<file path="src/rtl/trap_ctrl_pkg.sv">
// -----------------------------------------------------------------------------
// trap_ctrl_pkg
// Shared core definitions for the exception front end:
//   - trap-cause encodings, identical to the ones the CSR file decodes
//   - trap_ctrl FSM state type
//   - exception flag bundle and MTVAL source selector
//   - align_word(): clears the low two bits of an address
// -----------------------------------------------------------------------------
package trap_ctrl_pkg;

  localparam logic [3:0] TRAP_IADDR_MISALIGNED = 4'd0;
  localparam logic [3:0] TRAP_ILLEGAL          = 4'd2;
  localparam logic [3:0] TRAP_BREAKPOINT       = 4'd3;
  localparam logic [3:0] TRAP_LOAD_MISALIGNED  = 4'd4;
  localparam logic [3:0] TRAP_STORE_MISALIGNED = 4'd6;
  localparam logic [3:0] TRAP_ECALL_M          = 4'd11;

  typedef enum logic [1:0] {
    ST_IDLE,
    ST_RAISE,
    ST_WAIT_ACK,
    ST_REDIRECT
  } trap_ctrl_state_t;

  // Which execute-stage quantity becomes MTVAL for the winning exception.
  typedef enum logic [2:0] {
    VSEL_ZERO,
    VSEL_INSTR,
    VSEL_TARGET,
    VSEL_PC,
    VSEL_MEM_ADDR
  } value_sel_t;

  typedef struct packed {
    logic store_misaligned;
    logic load_misaligned;
    logic ebreak;
    logic ecall;
    logic iaddr_misaligned;
    logic illegal;
  } exc_flags_t;

  function automatic logic [31:0] align_word(input logic [31:0] addr);
    return addr & ~32'h3;
  endfunction

endpackage

</file>
<file path="src/rtl/trap_ctrl_if.sv">
// -----------------------------------------------------------------------------
// trap_ctrl_if
// Bundles everything trap_ctrl exchanges with the pipeline and the CSR file.
//   slave  : the trap_ctrl side (consumes execute/CSR inputs, drives trap,
//            stall/flush and the fetch redirect)
//   master : the environment side (execute stage, CSR file, fetch)
// -----------------------------------------------------------------------------
interface trap_ctrl_if;

  // Execute stage
  logic        ex_valid;
  logic [31:0] ex_pc;
  logic [31:0] ex_instr;
  logic [31:0] ex_target;
  logic [31:0] ex_mem_addr;
  logic        exc_illegal;
  logic        exc_iaddr_misaligned;
  logic        exc_ecall;
  logic        exc_ebreak;
  logic        exc_load_misaligned;
  logic        exc_store_misaligned;
  logic        mret;

  // CSR file
  logic [31:0] mepc;
  logic        trap;
  logic [3:0]  trap_cause;
  logic [31:0] trap_value;
  logic [31:0] trap_pc;
  logic        trap_handled;
  logic [31:0] trap_target_pc;

  // Pipeline control / fetch
  logic        stall;
  logic        flush;
  logic        redirect_valid;
  logic [31:0] redirect_pc;
  logic        trap_timeout;

  modport slave (
    input  ex_valid, ex_pc, ex_instr, ex_target, ex_mem_addr,
    input  exc_illegal, exc_iaddr_misaligned, exc_ecall, exc_ebreak,
    input  exc_load_misaligned, exc_store_misaligned, mret,
    input  mepc, trap_handled, trap_target_pc,
    output trap, trap_cause, trap_value, trap_pc,
    output stall, flush, redirect_valid, redirect_pc, trap_timeout
  );

  modport master (
    output ex_valid, ex_pc, ex_instr, ex_target, ex_mem_addr,
    output exc_illegal, exc_iaddr_misaligned, exc_ecall, exc_ebreak,
    output exc_load_misaligned, exc_store_misaligned, mret,
    output mepc, trap_handled, trap_target_pc,
    input  trap, trap_cause, trap_value, trap_pc,
    input  stall, flush, redirect_valid, redirect_pc, trap_timeout
  );

endinterface

</file>
<file path="src/rtl/trap_prio_enc.sv">
// -----------------------------------------------------------------------------
// trap_prio_enc
// Combinational priority encoder for synchronous exceptions.
//   flags     in  : raw exception flags from execute
//   valid     out : at least one flag set
//   cause     out : cause code of the highest-priority flag
//   value_sel out : which execute quantity supplies MTVAL
// Priority (high to low): illegal, iaddr_misaligned, ecall, ebreak,
// load_misaligned, store_misaligned.
// -----------------------------------------------------------------------------
module trap_prio_enc
  import trap_ctrl_pkg::*;
(
  input  exc_flags_t flags,
  output logic       valid,
  output logic [3:0] cause,
  output value_sel_t value_sel
);

  always_comb begin
    // NOTE: every output gets a default before the if-chain so that no path
    // leaves one unassigned, which would otherwise infer a latch.
    valid     = 1'b1;
    cause     = '0;
    value_sel = VSEL_ZERO;
    if (flags.illegal) begin
      cause     = TRAP_ILLEGAL;
      value_sel = VSEL_INSTR;
    end else if (flags.iaddr_misaligned) begin
      cause     = TRAP_IADDR_MISALIGNED;
      value_sel = VSEL_TARGET;
    end else if (flags.ecall) begin
      cause     = TRAP_ECALL_M;
      value_sel = VSEL_ZERO;
    end else if (flags.ebreak) begin
      cause     = TRAP_BREAKPOINT;
      value_sel = VSEL_PC;
    end else if (flags.load_misaligned) begin
      cause     = TRAP_LOAD_MISALIGNED;
      value_sel = VSEL_MEM_ADDR;
    end else if (flags.store_misaligned) begin
      cause     = TRAP_STORE_MISALIGNED;
      value_sel = VSEL_MEM_ADDR;
    end else begin
      valid     = 1'b0;
    end
  end

endmodule

</file>
<file path="src/rtl/trap_ctrl.sv">
// -----------------------------------------------------------------------------
// trap_ctrl
// Exception front end directly upstream of the CSR file. Prioritises the
// execute-stage exception flags, raises a one-cycle trap request, waits for
// the CSR acknowledge (with a watchdog) and redirects fetch to the handler.
// MRET redirects fetch to MEPC.
//   clk    in : clock
//   rst_n  in : asynchronous reset, asserted HIGH (legacy polarity of this
//               codebase despite the name)
//   bus       : trap_ctrl_if.slave -- execute inputs, CSR handshake,
//               stall/flush and fetch redirect outputs
// Parameters:
//   ACK_TIMEOUT  : cycles spent in WAIT_ACK before the trap is abandoned
//   RESET_VECTOR : redirect target after an abandoned trap
// -----------------------------------------------------------------------------
module trap_ctrl
  import trap_ctrl_pkg::*;
#(
  parameter int unsigned ACK_TIMEOUT  = 16,
  parameter logic [31:0] RESET_VECTOR = 32'h0000_0000
) (
  input logic        clk,
  input logic        rst_n,
  trap_ctrl_if.slave bus
);

  localparam int unsigned    CNT_W    = (ACK_TIMEOUT > 1) ? $clog2(ACK_TIMEOUT) : 1;
  localparam logic [CNT_W-1:0] CNT_LAST = CNT_W'(ACK_TIMEOUT - 1);

  trap_ctrl_state_t state_q, state_d;
  logic [CNT_W-1:0] cnt_q, cnt_d;
  logic             trap_q, trap_d;
  logic             flush_q, flush_d;
  logic             redirect_valid_q, redirect_valid_d;
  logic [31:0]      redirect_pc_q, redirect_pc_d;
  logic [3:0]       trap_cause_q, trap_cause_d;
  logic [31:0]      trap_value_q, trap_value_d;
  logic [31:0]      trap_pc_q, trap_pc_d;
  logic             trap_timeout_q, trap_timeout_d;

  exc_flags_t  exc_flags;
  logic        enc_valid;
  logic [3:0]  enc_cause;
  value_sel_t  enc_value_sel;
  logic [31:0] exc_value;
  logic        any_exc;
  logic        mret_req;

  assign exc_flags = '{
    store_misaligned: bus.exc_store_misaligned,
    load_misaligned:  bus.exc_load_misaligned,
    ebreak:           bus.exc_ebreak,
    ecall:            bus.exc_ecall,
    iaddr_misaligned: bus.exc_iaddr_misaligned,
    illegal:          bus.exc_illegal
  };

  trap_prio_enc u_prio_enc (
    .flags     (exc_flags),
    .valid     (enc_valid),
    .cause     (enc_cause),
    .value_sel (enc_value_sel)
  );

  assign any_exc  = bus.ex_valid & enc_valid;
  assign mret_req = bus.ex_valid & bus.mret;

  always_comb begin
    exc_value = '0;
    case (enc_value_sel)
      VSEL_INSTR:    exc_value = bus.ex_instr;
      VSEL_TARGET:   exc_value = bus.ex_target;
      VSEL_PC:       exc_value = bus.ex_pc;
      VSEL_MEM_ADDR: exc_value = bus.ex_mem_addr;
      default:       exc_value = '0;
    endcase
  end

  // Next-state and next-output logic. Strobes (trap, flush, redirect_valid)
  // default low so each is a single-cycle pulse; cause/value are cleared on
  // every entry into REDIRECT so they read 0 outside RAISE/WAIT_ACK.
  always_comb begin
    state_d          = state_q;
    cnt_d            = '0;
    trap_d           = 1'b0;
    flush_d          = 1'b0;
    redirect_valid_d = 1'b0;
    redirect_pc_d    = redirect_pc_q;
    trap_cause_d     = trap_cause_q;
    trap_value_d     = trap_value_q;
    trap_pc_d        = trap_pc_q;
    trap_timeout_d   = trap_timeout_q;

    case (state_q)
      ST_IDLE: begin
        trap_cause_d = '0;
        trap_value_d = '0;
        // An exception wins over a simultaneous MRET; the MRET is dropped.
        if (any_exc) begin
          state_d      = ST_RAISE;
          trap_d       = 1'b1;
          flush_d      = 1'b1;
          trap_cause_d = enc_cause;
          trap_value_d = exc_value;
          trap_pc_d    = bus.ex_pc;
        end else if (mret_req) begin
          state_d          = ST_REDIRECT;
          redirect_valid_d = 1'b1;
          flush_d          = 1'b1;
          redirect_pc_d    = align_word(bus.mepc);
        end
      end

      ST_RAISE: begin
        if (bus.trap_handled) begin
          state_d          = ST_REDIRECT;
          redirect_valid_d = 1'b1;
          redirect_pc_d    = bus.trap_target_pc;
          trap_cause_d     = '0;
          trap_value_d     = '0;
        end else begin
          state_d = ST_WAIT_ACK;
        end
      end

      ST_WAIT_ACK: begin
        // Acknowledge is tested first so it wins over a coincident timeout.
        if (bus.trap_handled) begin
          state_d          = ST_REDIRECT;
          redirect_valid_d = 1'b1;
          redirect_pc_d    = bus.trap_target_pc;
          trap_cause_d     = '0;
          trap_value_d     = '0;
        end else if (cnt_q == CNT_LAST) begin
          state_d          = ST_REDIRECT;
          redirect_valid_d = 1'b1;
          redirect_pc_d    = RESET_VECTOR;
          trap_timeout_d   = 1'b1;
          trap_cause_d     = '0;
          trap_value_d     = '0;
        end else begin
          cnt_d = cnt_q + CNT_W'(1);
        end
      end

      ST_REDIRECT: begin
        state_d = ST_IDLE;
      end

      default: begin
        state_d = ST_IDLE;
      end
    endcase
  end

  always_ff @(posedge clk or posedge rst_n) begin
    if (rst_n) begin
      state_q          <= ST_IDLE;
      cnt_q            <= '0;
      trap_q           <= 1'b0;
      flush_q          <= 1'b0;
      redirect_valid_q <= 1'b0;
      redirect_pc_q    <= '0;
      trap_cause_q     <= '0;
      trap_value_q     <= '0;
      trap_pc_q        <= '0;
      trap_timeout_q   <= 1'b0;
    end else begin
      // NOTE: non-blocking assignments here so every flop samples the values
      // computed for this edge, independent of statement order.
      state_q          <= state_d;
      cnt_q            <= cnt_d;
      trap_q           <= trap_d;
      flush_q          <= flush_d;
      redirect_valid_q <= redirect_valid_d;
      redirect_pc_q    <= redirect_pc_d;
      trap_cause_q     <= trap_cause_d;
      trap_value_q     <= trap_value_d;
      trap_pc_q        <= trap_pc_d;
      trap_timeout_q   <= trap_timeout_d;
    end
  end

  // stall is combinational so upstream freezes in the same cycle the
  // exception or MRET is presented.
  assign bus.stall          = (state_q != ST_IDLE) | any_exc | mret_req;
  assign bus.trap           = trap_q;
  assign bus.flush          = flush_q;
  assign bus.redirect_valid = redirect_valid_q;
  assign bus.redirect_pc    = redirect_pc_q;
  assign bus.trap_cause     = trap_cause_q;
  assign bus.trap_value     = trap_value_q;
  assign bus.trap_pc        = trap_pc_q;
  assign bus.trap_timeout   = trap_timeout_q;

endmodule
</file>
<file path="src/flat_wrapper.sv">
// flat-port wrapper written by rule: the top's interface ports become plain ports
module trap_ctrl_flat import trap_ctrl_pkg::*;
#(
  parameter int unsigned ACK_TIMEOUT  = 16,
  parameter logic [31:0] RESET_VECTOR = 32'h0000_0000
)
  (clk, rst_n, bus_ex_valid, bus_ex_pc, bus_ex_instr, bus_ex_target, bus_ex_mem_addr, bus_exc_illegal, bus_exc_iaddr_misaligned, bus_exc_ecall, bus_exc_ebreak, bus_exc_load_misaligned, bus_exc_store_misaligned, bus_mret, bus_mepc, bus_trap_handled, bus_trap_target_pc, bus_trap, bus_trap_cause, bus_trap_value, bus_trap_pc, bus_stall, bus_flush, bus_redirect_valid, bus_redirect_pc, bus_trap_timeout);
  trap_ctrl_if bus_i ();
  input logic clk;
  input logic rst_n;
  input wire logic [$bits(bus_i.ex_valid)-1:0] bus_ex_valid;
  input wire logic [$bits(bus_i.ex_pc)-1:0] bus_ex_pc;
  input wire logic [$bits(bus_i.ex_instr)-1:0] bus_ex_instr;
  input wire logic [$bits(bus_i.ex_target)-1:0] bus_ex_target;
  input wire logic [$bits(bus_i.ex_mem_addr)-1:0] bus_ex_mem_addr;
  input wire logic [$bits(bus_i.exc_illegal)-1:0] bus_exc_illegal;
  input wire logic [$bits(bus_i.exc_iaddr_misaligned)-1:0] bus_exc_iaddr_misaligned;
  input wire logic [$bits(bus_i.exc_ecall)-1:0] bus_exc_ecall;
  input wire logic [$bits(bus_i.exc_ebreak)-1:0] bus_exc_ebreak;
  input wire logic [$bits(bus_i.exc_load_misaligned)-1:0] bus_exc_load_misaligned;
  input wire logic [$bits(bus_i.exc_store_misaligned)-1:0] bus_exc_store_misaligned;
  input wire logic [$bits(bus_i.mret)-1:0] bus_mret;
  input wire logic [$bits(bus_i.mepc)-1:0] bus_mepc;
  input wire logic [$bits(bus_i.trap_handled)-1:0] bus_trap_handled;
  input wire logic [$bits(bus_i.trap_target_pc)-1:0] bus_trap_target_pc;
  output wire logic [$bits(bus_i.trap)-1:0] bus_trap;
  output wire logic [$bits(bus_i.trap_cause)-1:0] bus_trap_cause;
  output wire logic [$bits(bus_i.trap_value)-1:0] bus_trap_value;
  output wire logic [$bits(bus_i.trap_pc)-1:0] bus_trap_pc;
  output wire logic [$bits(bus_i.stall)-1:0] bus_stall;
  output wire logic [$bits(bus_i.flush)-1:0] bus_flush;
  output wire logic [$bits(bus_i.redirect_valid)-1:0] bus_redirect_valid;
  output wire logic [$bits(bus_i.redirect_pc)-1:0] bus_redirect_pc;
  output wire logic [$bits(bus_i.trap_timeout)-1:0] bus_trap_timeout;
  assign bus_i.ex_valid = bus_ex_valid;
  assign bus_i.ex_pc = bus_ex_pc;
  assign bus_i.ex_instr = bus_ex_instr;
  assign bus_i.ex_target = bus_ex_target;
  assign bus_i.ex_mem_addr = bus_ex_mem_addr;
  assign bus_i.exc_illegal = bus_exc_illegal;
  assign bus_i.exc_iaddr_misaligned = bus_exc_iaddr_misaligned;
  assign bus_i.exc_ecall = bus_exc_ecall;
  assign bus_i.exc_ebreak = bus_exc_ebreak;
  assign bus_i.exc_load_misaligned = bus_exc_load_misaligned;
  assign bus_i.exc_store_misaligned = bus_exc_store_misaligned;
  assign bus_i.mret = bus_mret;
  assign bus_i.mepc = bus_mepc;
  assign bus_i.trap_handled = bus_trap_handled;
  assign bus_i.trap_target_pc = bus_trap_target_pc;
  assign bus_trap = bus_i.trap;
  assign bus_trap_cause = bus_i.trap_cause;
  assign bus_trap_value = bus_i.trap_value;
  assign bus_trap_pc = bus_i.trap_pc;
  assign bus_stall = bus_i.stall;
  assign bus_flush = bus_i.flush;
  assign bus_redirect_valid = bus_i.redirect_valid;
  assign bus_redirect_pc = bus_i.redirect_pc;
  assign bus_trap_timeout = bus_i.trap_timeout;
  trap_ctrl #(.ACK_TIMEOUT(ACK_TIMEOUT), .RESET_VECTOR(RESET_VECTOR)) u_core (.clk(clk), .rst_n(rst_n), .bus(bus_i));
endmodule
</file>
<file path="config.mk">
export PLATFORM = sky130hd
export DESIGN_NAME = trap_ctrl_flat
export DESIGN_NICKNAME = d
export VERILOG_FILES = /design/src/rtl/trap_ctrl_pkg.sv /design/src/rtl/trap_ctrl_if.sv /design/src/rtl/trap_prio_enc.sv /design/src/rtl/trap_ctrl.sv /design/src/flat_wrapper.sv
export SDC_FILE = /design/constraint.sdc
export NUM_CORES = 1
export LEC_CHECK = 0
export BUFFER_PORTS_ARGS = -buffer_cell sky130_fd_sc_hd__buf_2
export CAP_MARGIN = 25
export CORE_AREA = 2 2 119 121
export CTS_CLUSTER_SIZE = 10
export DETAILED_ROUTE_END_ITERATION = 8
export DIE_AREA = 0 0 121 123
export PLACE_DENSITY = 0.8
export SYNTH_ARGS = -nofsm -noshare
export SYNTH_HDL_FRONTEND = slang
export SYNTH_SLANG_ARGS = --single-unit
</file>
<file path="constraint.sdc">
create_clock -name clk -period 3.95 [get_ports clk]
set_input_delay 0.1975 -clock clk [delete_from_list [all_inputs] [get_ports clk]]
set_output_delay 0.1975 -clock clk [all_outputs]
set_load 0.01 [all_outputs]
</file>
==> flow_summary.toml, run 1 <==
[status]
status = "finished, violations left"
violations = "design-rule violations"

[sta]
finClkSkew_ns = 0.00897
timing.hold.ws_ns = 0.102
rsz0062_at_grt = "no"
tightest_slew_ns = 1.05
setup_violations = 0
setup_tns_ns = 0
fin_crit_ns = 2.45
slew_headroom_pct = 30.0
hold_viol = 0
fmax_mhz = 409
finalMaxSlewViolations = 0
period_share_pct = 61.9

[pwr]
peakVddDrop_mv = 0.302
p_leak_nw = 3.70
powerDensity_mw_per_mm2 = 719

[logic_synthesis]
synthFlopType = "dfrtp_1"
ys_seq_area_share_pct = 53.1
syn_avg_cell_area_um2 = 11.8
syn_inst = 440
synth-edff-count = 0
ys_ff_latch = 110
synth_nets = 648
ys_types = 36
async_flop_share_pct = 100
netlist_area_mm2 = 0.00518
yosysWarningCount = 0

[clock_tree]
clkSinkCount = 110
numCtsBuffers = 9
clock_latency_ns = 0.34
clkTransAtPathRegs_ns = 0.07
root_buffer = "clkbuf_16"
cts_tree = "done"
htree_levels = 3
cts_buffer_depth = 2
cts_setup_buffers = 0

[routing]
drc = 2
drt-total-wl_um = 15500
drt_iter0_drc = 304
routedWlPerCell_um = 16.8
dr_total_vias = 4834
antenna_left = 0
drt_first_pass_iters = 9
via_per_inst = 5.24

[worst_setup_path]
slowest_delay_ns = 0.56
cp-end-kind = "register"
arrival_ns = 2.67
crit_chain = "inv_1 > ha_1 > nand2_1 > a21oi_4 > buf_4 > mux2_2"
r2r_start = "u_core.state_q[0]$_DFFE_PP0P_"
critPathLaunch = "u_core.state_q[0]$_DFFE_PP0P_"
required_ns = 4.18
critPathSlowestCell = "a21oi_4"
worst_setup_path_start_kind = "register"
worstSetupPathType = "reg -> reg"
cp_max_fo = 18

[global_route]
grt_pass1_vias = 4499
grt_use_total_pct = 19.8
grt_max_degree = 46
grt-ovfl-total = 0
antenna_found_initial = 0
grt_first_pass_wirelength_um = 22900

[floorplan]
ios = 308
dieHeight_um = 123
core_area_mm2 = 0.0136
dieArea_mm2 = 0.0149
dieWidth_um = 121
rows = 43
start_util_pct = 38.1

[final_layout]
nNetsFinal = 945
area_growth_pct = 39.1
n_fill_cell = 1226
diodes = 0
layout-drive-gt1-share_pct = 50.0
seqCellArea_mm2 = 0.00275
multiInputGateArea_mm2 = 0.00229

[job]
maxCapViolations = 0

[hold_path]
hold_path_class = "in -> reg"
min_from = "bus_ex_pc[5]"

[placement]
place_hpwl_um = 11700
portBuffers = 305
place.gp.congestion = 0.817
-- flip-flops by register name, summed over array words and instances, names as in the netlist --
register,cells
u_core.bus.trap_value,32
u_core.bus.trap_timeout,1
u_core.bus.redirect_valid,1
u_core.cnt_q,4
u_core.state_q,2
u_core.bus.trap_cause,4
u_core.bus.trap_pc,32
u_core.bus.redirect_pc,32
u_core.bus.flush,1
u_core.bus.trap,1
-- cell usage after synthesis, types with 7 or more instances --
library cell | number | area (um^2)
a222oi_1 | 32 | 320
clkbuf_1 | 24 | 90.1
dfrtp_1 | 110 | 2750
inv_1 | 7 | 26.3
o21ai_1 | 8 | 40.0
mux2_2 | 34 | 383
nor2_1 | 8 | 30.0
mux2_1 | 28 | 315
o21ai_0 | 31 | 155
a22o_1 | 31 | 272
a21boi_0 | 32 | 240
nand2_1 | 42 | 158
-- metrics by stage --
| stage | utilization [%] | power, mW | instances | cell area (um^2) | worst slack [ns] |
|---|---|---|---|---|---|
| 2_1_floorplan | - | 3.43 | 440 | 5180 | 0.850 |
| 3_3_place_gp | 50.7 | 4.32 | 904 | 6910 | 1.46 |
| 3_5_place_dp | 50.7 | 4.40 | 904 | 6910 | 1.37 |
| 4_1_cts | 52.8 | 5.24 | 921 | 7180 | 1.49 |
| 5_1_grt | 53.0 | 5.53 | 922 | 7210 | 1.31 |
| 6_report | 53.0 | 5.18 | 922 | 7210 | 1.50 |
-- metal layers --
layer | wire (um) | up-vias | track usage (%)
met1 | 6110 | 2314 | 24.1
met2 | 7870 | 235 | 35.0
met4 | 212 | 0 | 7.19
li1 | - | 2269 | -
met5 | 0 | - | 0
met3 | 1300 | 16 | 3.87
-- worst max-delay path: cells and delay by family (launching register included) --
kind                       cells  cell delay (ns)
AOI/OAI and AO/OA              1             0.56
DFF                            1             0.44
muxes                          1             0.37
and+or+nand+nor                1             0.17
buffers and inverters          2             0.48
adders and majority gates      1             0.31
-- layout make-up --
class	instances	share of cell area (%)
repair buffers	318	22.8
flip-flops and latches	110	38.2
inverters	7	0.399
multi-input cells	291	31.8
clock buffers	11	3.23
well taps	180	3.12
clock inverters	5	0.468
-- cell families (layout without fill, tap and decap cells) --
kind of cell	count (synthesis)	count (layout)	synth area share (%)
compound gates	147	147	21.5
xor+xnor	2	2	0.338
fa+ha+maj	5	5	1.21
buf+inv	39	341	3.16
flops	110	110	53.1
mux	65	65	14.0
simple gates	72	72	6.69
-- path summary, 6_finish.rpt --
path                                                          endpoint  slack [ns]  cells after the start
worst min-delay path                 u_core.bus.trap_pc[5]$_DFFE_PP0P_        0.10                      2
min in group asynchronous       u_core.bus.redirect_pc[25]$_DFFE_PP0P_        0.38                      3
worst max-delay path                u_core.bus.trap_pc[10]$_DFFE_PP0P_        1.50                      6
worst min register to register               u_core.cnt_q[0]$_DFF_PP0_        0.47                      1
worst max register to register      u_core.bus.trap_pc[10]$_DFFE_PP0P_        1.50                      6
max in group asynchronous         u_core.bus.trap_value[5]$_DFFE_PP0P_        2.68                      4
-- power by group --
group	switching, mW	total, mW	internal [mW]
clock network	0.399	0.828	0.429
logic	1.34	2.49	1.15
registers	0.240	1.86	1.62
-- cells in the final DEF (no fill, tap or decap), types with 3 or more instances in the layout --
cell type | synthesis | layout
a21boi_0 | 32 | 32
a21oi_1 | 5 | 4
a222oi_1 | 32 | 32
a22o_1 | 31 | 31
buf_2 | 5 | 305
buf_4 | 3 | 11
clkbuf_16 | 0 | 9
dfrtp_1 | 110 | 110
ha_1 | 5 | 5
inv_1 | 7 | 6
mux2_1 | 28 | 28
mux2_2 | 34 | 34
mux2i_1 | 3 | 3
nand2_1 | 42 | 42
nand2b_1 | 3 | 3
nand3_1 | 3 | 3
nand4_1 | 3 | 3
nor2_1 | 8 | 7
o21ai_0 | 31 | 31
o21ai_1 | 8 | 8
o21bai_1 | 3 | 3
-- what timing repair did --
action,4_1_cts,5_1_grt
hold buffers,1,0
hold endpoints to repair,25,0
resized for setup,0,0
Power figures use the tool's default switching activity.
==> run 2: changes to the inputs <==
- ABC_AREA: default -> 1
- CORE_AREA: 2 2 119 121 -> default
- CORE_UTILIZATION: default -> 42
- DIE_AREA: 0 0 121 123 -> default
- PLACE_DENSITY: 0.8 -> 0.85
- clock period: 3.95 -> 2.1 ns (I/O delays scaled with it)
==> flow_summary.toml, run 2 <==
[sta]
tightest_slew_ns = 0.679
slew_headroom_pct = 54.7
fmax_mhz = 524
period_share_pct = 90.9
layout_setup_ws_ns = 0.190
finClkSkew_ns = 0.00983
hold_viol = 0
timing.hold.ws_ns = 0.00495
fin_crit_ns = 1.91
finalMaxSlewViolations = 0
rsz0062_at_grt = "no"
setup_violations = 0

[routing]
antenna_left = 0
drt_first_pass_iters = 5
dr_total_vias = 6965
drt-total-wl_um = 20500
via_per_inst = 5.10
drc = 0
drt_iter0_drc = 450
routedWlPerCell_um = 15.0

[clock_tree]
root_buffer = "clkbuf_16"
clkTransAtPathRegs_ns = 0.07
cts_tree = "done"
numCtsBuffers = 9
clock_latency_ns = 0.34
cts_buffer_depth = 2
clkSinkCount = 110
htree_levels = 3

[floorplan]
core_area_mm2 = 0.0141
ios = 308
rows = 43
dieHeight_um = 123
dieWidth_um = 123
dieArea_mm2 = 0.0151
start_util_pct = 43.6

[logic_synthesis]
synth_most_common_cell = "nand2_1"
ys_top_cells_by_count = "nand2_1, nand3_1, dfrtp_1"
synth-edff-count = 0
synth_top_area_share_pct = 44.8
syn_avg_cell_area_um2 = 7.05
synth_nets = 1079
netlist_top_cells_area = "dfrtp_1, nand2_1, nand3_1"
ys_seq_area_share_pct = 44.8
async_flop_share_pct = 100
ys_types = 28
yosysWarningCount = 0
ys_ff_latch = 110
syn_inst = 871
netlist_area_mm2 = 0.00614
synthFlopType = "dfrtp_1"
yosys.area.top_type = "dfrtp_1"

[pwr]
p_leak_nw = 5.07
powerDensity_mw_per_mm2 = 1330
peakVddDrop_mv = 0.727
power.total_mw = 11.3

[worst_setup_path]
reg2reg_to = "u_core.bus.redirect_pc[20]$_DFFE_PP0P_"
worstSetupPathType = "reg -> reg"
cp-end-kind = "register"
ff2ff_setup_slack_ns = 0.19
ff2ff_path_depth = 11
required_ns = 2.32
cp_max_fo = 32
arrival_ns = 2.13
r2r_start = "u_core.state_q[0]$_DFFE_PP0P_"
critPathLaunch = "u_core.state_q[0]$_DFFE_PP0P_"
cp-endpoint = "u_core.bus.redirect_pc[20]$_DFFE_PP0P_"
worst_setup_path_start_kind = "register"

[hold_path]
min_path_cells = 3
hold_path_class = "in -> reg"
min_from = "bus_ex_pc[3]"

[placement]
place_hpwl_um = 14300
place.gp.congestion = 0.868
pre_cts_slack_ns = -0.00423
portBuffers = 305

[final_layout]
layout-drive-gt1-share_pct = 30.3
n_fill_cell = 1319
final_common_cell = "nand2_1"
nNetsFinal = 1389
mostFrequentLayoutCells = "nand2_1, buf_2, nand3_1"
area_growth_pct = 38.2

[global_route]
grt-ovfl-total = 0
grt_use_total_pct = 26.8
grt_max_degree = 46
grt_pass1_vias = 6490
antenna_found_initial = 2
grt_first_pass_wirelength_um = 31300

[job]
maxCapViolations = 0

[status]
status = "completed"
-- run 2: cell types whose count changed after synthesis, sizes merged, moves of 8 or more --
| cell | delta |
|---|---|
| a222oi | -32 |
| a21boi | -32 |
| o22ai | +30 |
| buf | +33 |
| nand4 | +29 |
| a22o | -31 |
| mux2 | -62 |
| nand3 | +132 |
| nor2 | +8 |
| inv | +73 |
| o21ai | -35 |
| nand2 | +346 |
-- run 2: cells by family (layout without fill, tap and decap cells) --
logic type | count (synthesis) | after routing | share of synthesized area (%)
simple gates | 575 | 576 | 40.2
buf+inv | 138 | 451 | 9.57
flops | 110 | 110 | 44.8
compound gates | 42 | 42 | 4.30
fa+ha+maj | 5 | 5 | 1.02
xor+xnor | 1 | 1 | 0.143
other cells | 0 | 1 | 0
-- run 2: routing by layer --
| layer | global-route usage (%) | vias to the layer above | wire (um) |
|---|---|---|---|
| met5 | 0 | - | 13 |
| met4 | 10.4 | 2 | 586 |
| met3 | 5.90 | 51 | 1680 |
| met2 | 46.7 | 331 | 9970 |
| met1 | 32.1 | 3184 | 8220 |
| li1 | - | 3397 | - |
-- run 2: through the flow --
step | setup TNS, ns | instance area, um^2 | util, % | cells
finish | 0 | 8490 | 60.2 | 1366
global route | 0 | 8490 | 60.2 | 1365
CTS | 0 | 8440 | 59.9 | 1363
detailed placement | -0.00423 | 7840 | 55.6 | 1318
global placement | 0 | 7840 | 55.6 | 1318
floorplan | 0 | 6150 | - | 871
-- run 2: repair_timing --
action / 4_1_cts / 5_1_grt
hold endpoints to repair: 38 / 0
buffers inserted: 0 / 1
pin swaps: 0 / 2
gates resized for setup: 1 / 4
gates cloned: 0 / 1
hold buffers: 30 / 0
setup endpoints to repair: 6 / 68
-- run 2: worst min path at each step --
stage,end
floorplan,u_core.cnt_q[0]$_DFF_PP0_
global placement,u_core.bus.trap_pc[3]$_DFFE_PP0P_
detailed placement,u_core.bus.trap_pc[3]$_DFFE_PP0P_
CTS,u_core.bus.trap_pc[17]$_DFFE_PP0P_
global route,u_core.bus.trap_pc[17]$_DFFE_PP0P_
finish,u_core.bus.trap_pc[3]$_DFFE_PP0P_
-- run 2: critical path, cell delays in order, from the launching register on --
cell	delay, ns
dfrtp_1	0.40
inv_1	0.10
ha_1	0.24
inv_1	0.16
nor2_2	0.07
nand2_2	0.14
nand3_4	0.16
inv_2	0.11
nand2_1	0.09
buf_12	0.20
nand2_1	0.08
nand2_1	0.05
-- run 2: power breakdown --
| part | leakage, nW | internal (mW) | switching, mW |
|---|---|---|---|
| registers | 1.44 | 3.02 | 0.474 |
| clock network | 0.135 | 0.954 | 0.749 |
| logic | 3.50 | 2.29 | 3.77 |
-- run 2: layout make-up --
class                   instances  area [um^2]  share of cell area (%)
flip-flops and latches        110         2750                    32.4
clock buffers                  12          246                    2.90
clock inverters                 3         45.0                   0.531
multi-input cells             624         2850                    33.5
diodes                          1         2.50                  0.0295
repair buffers                356         2070                    24.3
inverters                      80          304                    3.58
well taps                     180          225                    2.65
==> run 3: changes to the inputs <==
- clock period: 2.1 -> 1.6 ns (I/O delays scaled with it)
==> flow_summary.toml, run 3 (synthesized netlist as in run 2, its figures left out) <==
[placement]
place_hpwl_um = 14400
portBuffers = 305
pre_cts_slack_ns = -0.233
postPlaceCellArea_mm2 = 0.00802
place.gp.congestion = 0.899

[hold_path]
min_from = "bus_ex_pc[29]"
hold_end = "u_core.bus.trap_pc[29]$_DFFE_PP0P_"
min_path_cells = 3
hold_path_class = "in -> reg"

[sta]
fin_crit_ns = 1.61
fmax_mhz = 619
setup_tns_ns = -0.0589
finalMaxSlewViolations = 0
setup_violations = 9
hold_viol = 0
layout_setup_ws_ns = -0.0144
period_share_pct = 101
slew_headroom_pct = 58.4
finClkSkew_ns = 0.0127
rsz0062_at_grt = "yes"
tightest_slew_ns = 0.623

[floorplan]
start_util_pct = 43.6
ios = 308
dieWidth_um = 123
core_area_mm2 = 0.0141
rows = 43
dieArea_mm2 = 0.0151
dieHeight_um = 123

[worst_setup_path]
cp-end-kind = "primary output"
reg2reg_to = "u_core.bus.redirect_pc[28]$_DFFE_PP0P_"
r2r_start = "u_core.state_q[0]$_DFFE_PP0P_"
cp_max_fo = 4
arrival_ns = 1.53
ff2ff_path_depth = 8
worst_setup_path_start_kind = "register"
worstSetupPathType = "reg -> out"
ff2ff_setup_slack_ns = -0.01
required_ns = 1.52

[clock_tree]
clkTransAtPathRegs_ns = 0.08
clock_latency_ns = 0.35
clkSinkCount = 110
numCtsBuffers = 9
cts_tree = "done"
htree_levels = 3
cts_buffer_depth = 2
root_buffer = "clkbuf_16"

[final_layout]
final_common_cell = "nand2_1"
nNetsFinal = 1422
layout-drive-gt1-share_pct = 33.3
area_growth_pct = 46.1
design_area_mm2 = 0.00897
mostFrequentLayoutCells = "nand2_1, buf_2, nand3_1"

[global_route]
grt_first_pass_wirelength_um = 31600
grt-ovfl-total = 0
grt_max_degree = 111
antenna_found_initial = 1
grt_use_total_pct = 26.9
grt_pass1_vias = 6553

[routing]
drc = 0
drt_first_pass_iters = 5
drt_iter0_drc = 513
via_per_inst = 5.04
drt-total-wl_um = 21000
routedWlPerCell_um = 15.0
antenna_left = 0
dr_total_vias = 7050

[job]
maxCapViolations = 0

[status]
violations = "negative setup slack"
status = "finished, violations left"

[pwr]
power.total_mw = 16.4
powerDensity_mw_per_mm2 = 1830
peakVddDrop_mv = 1.19
p_leak_nw = 5.30
run 3: cell types whose count changed in the layout (fill, tap and decap cells not counted), moves of 3 or more:
cell | before | now
nand3_1 | 133 | 130
inv_6 | 0 | 4
ha_1 | 4 | 1
nand2_1 | 385 | 382
buf_12 | 6 | 14
buf_4 | 14 | 30
buf_6 | 0 | 5
nand3_2 | 0 | 3
inv_1 | 75 | 71
dlygate4sd3_1 | 30 | 33
ha_4 | 0 | 3
inv_2 | 4 | 7
run 3: how the worst max path moves through the flow:
| stage | from | end | cells past startpoint |
|---|---|---|---|
| after floorplan | u_core.state_q[1]$_DFFE_PP0P_ | u_core.bus.redirect_pc[10]$_DFFE_PP0P_ | 7 |
| after global placement | u_core.state_q[0]$_DFFE_PP0P_ | u_core.bus.trap_value[4]$_DFFE_PP0P_ | 9 |
| after detailed placement | u_core.state_q[0]$_DFFE_PP0P_ | u_core.bus.trap_value[15]$_DFFE_PP0P_ | 9 |
| after CTS | u_core.state_q[0]$_DFFE_PP0P_ | u_core.bus.trap_value[3]$_DFFE_PP0P_ | 9 |
| after global routing | u_core.state_q[0]$_DFFE_PP0P_ | u_core.bus.redirect_pc[27]$_DFFE_PP0P_ | 8 |
| final | u_core.state_q[1]$_DFFE_PP0P_ | bus_stall | 7 |
run 3: repair_timing:
| action | 4_1_cts | 5_1_grt |
|---|---|---|
| setup buffers | 11 | 5 |
| gates cloned | 2 | 1 |
| endpoints found under the hold margin | 142 | 0 |
| resized for setup | 18 | 13 |
| hold buffers | 33 | 0 |
| endpoints found under the setup margin | 69 | 70 |
| pin swaps | 4 | 12 |
run 3: routing by layer:
layer	track usage, %	vias to the layer above	part of all wire, %
met5	0	-	0
met3	5.40	57	7.7
li1	-	3465	-
met1	31.5	3182	40
met4	11.1	0	3.3
met2	48.0	346	49
run 3: report_power, final:
part	switching (mW)	total (mW)	internal [mW]
sequential	0.618	4.58	3.96
clock	1.06	2.14	1.08
combinational	5.42	9.66	4.24
run 3: cell type report:
| cell class | instances | area, um^2 |
|---|---|---|
| fill | 1232 | 5120 |
| multi-input combinational | 624 | 2920 |
| sequential | 110 | 2750 |
| timing repair buffer | 389 | 2480 |
| inverter | 80 | 307 |
| clock buffer | 9 | 225 |
| tap | 180 | 225 |
| clock inverter | 7 | 53.8 |
| antenna | 1 | 2.50 |
run 3: worst max-delay path: stages (launching register included):
cell     delay [ns]
dfrtp_1        0.43
inv_2          0.13
ha_4           0.15
inv_2          0.03
buf_4          0.14
nor2_4         0.09
nand2_2        0.08
buf_6          0.14
run 3: per-stage QoR:
| stage | utilization (%) | cells | hold WS (ns) |
|---|---|---|---|
| 2_1_floorplan | - | 871 | 0.153 |
| 3_3_place_gp | 56.9 | 1332 | 0.290 |
| 3_5_place_dp | 56.9 | 1332 | 0.297 |
| 4_1_cts | 62.9 | 1394 | 0.0131 |
| 5_1_grt | 63.6 | 1400 | 0.0267 |
| 6_report | 63.6 | 1400 | 0.0400 |
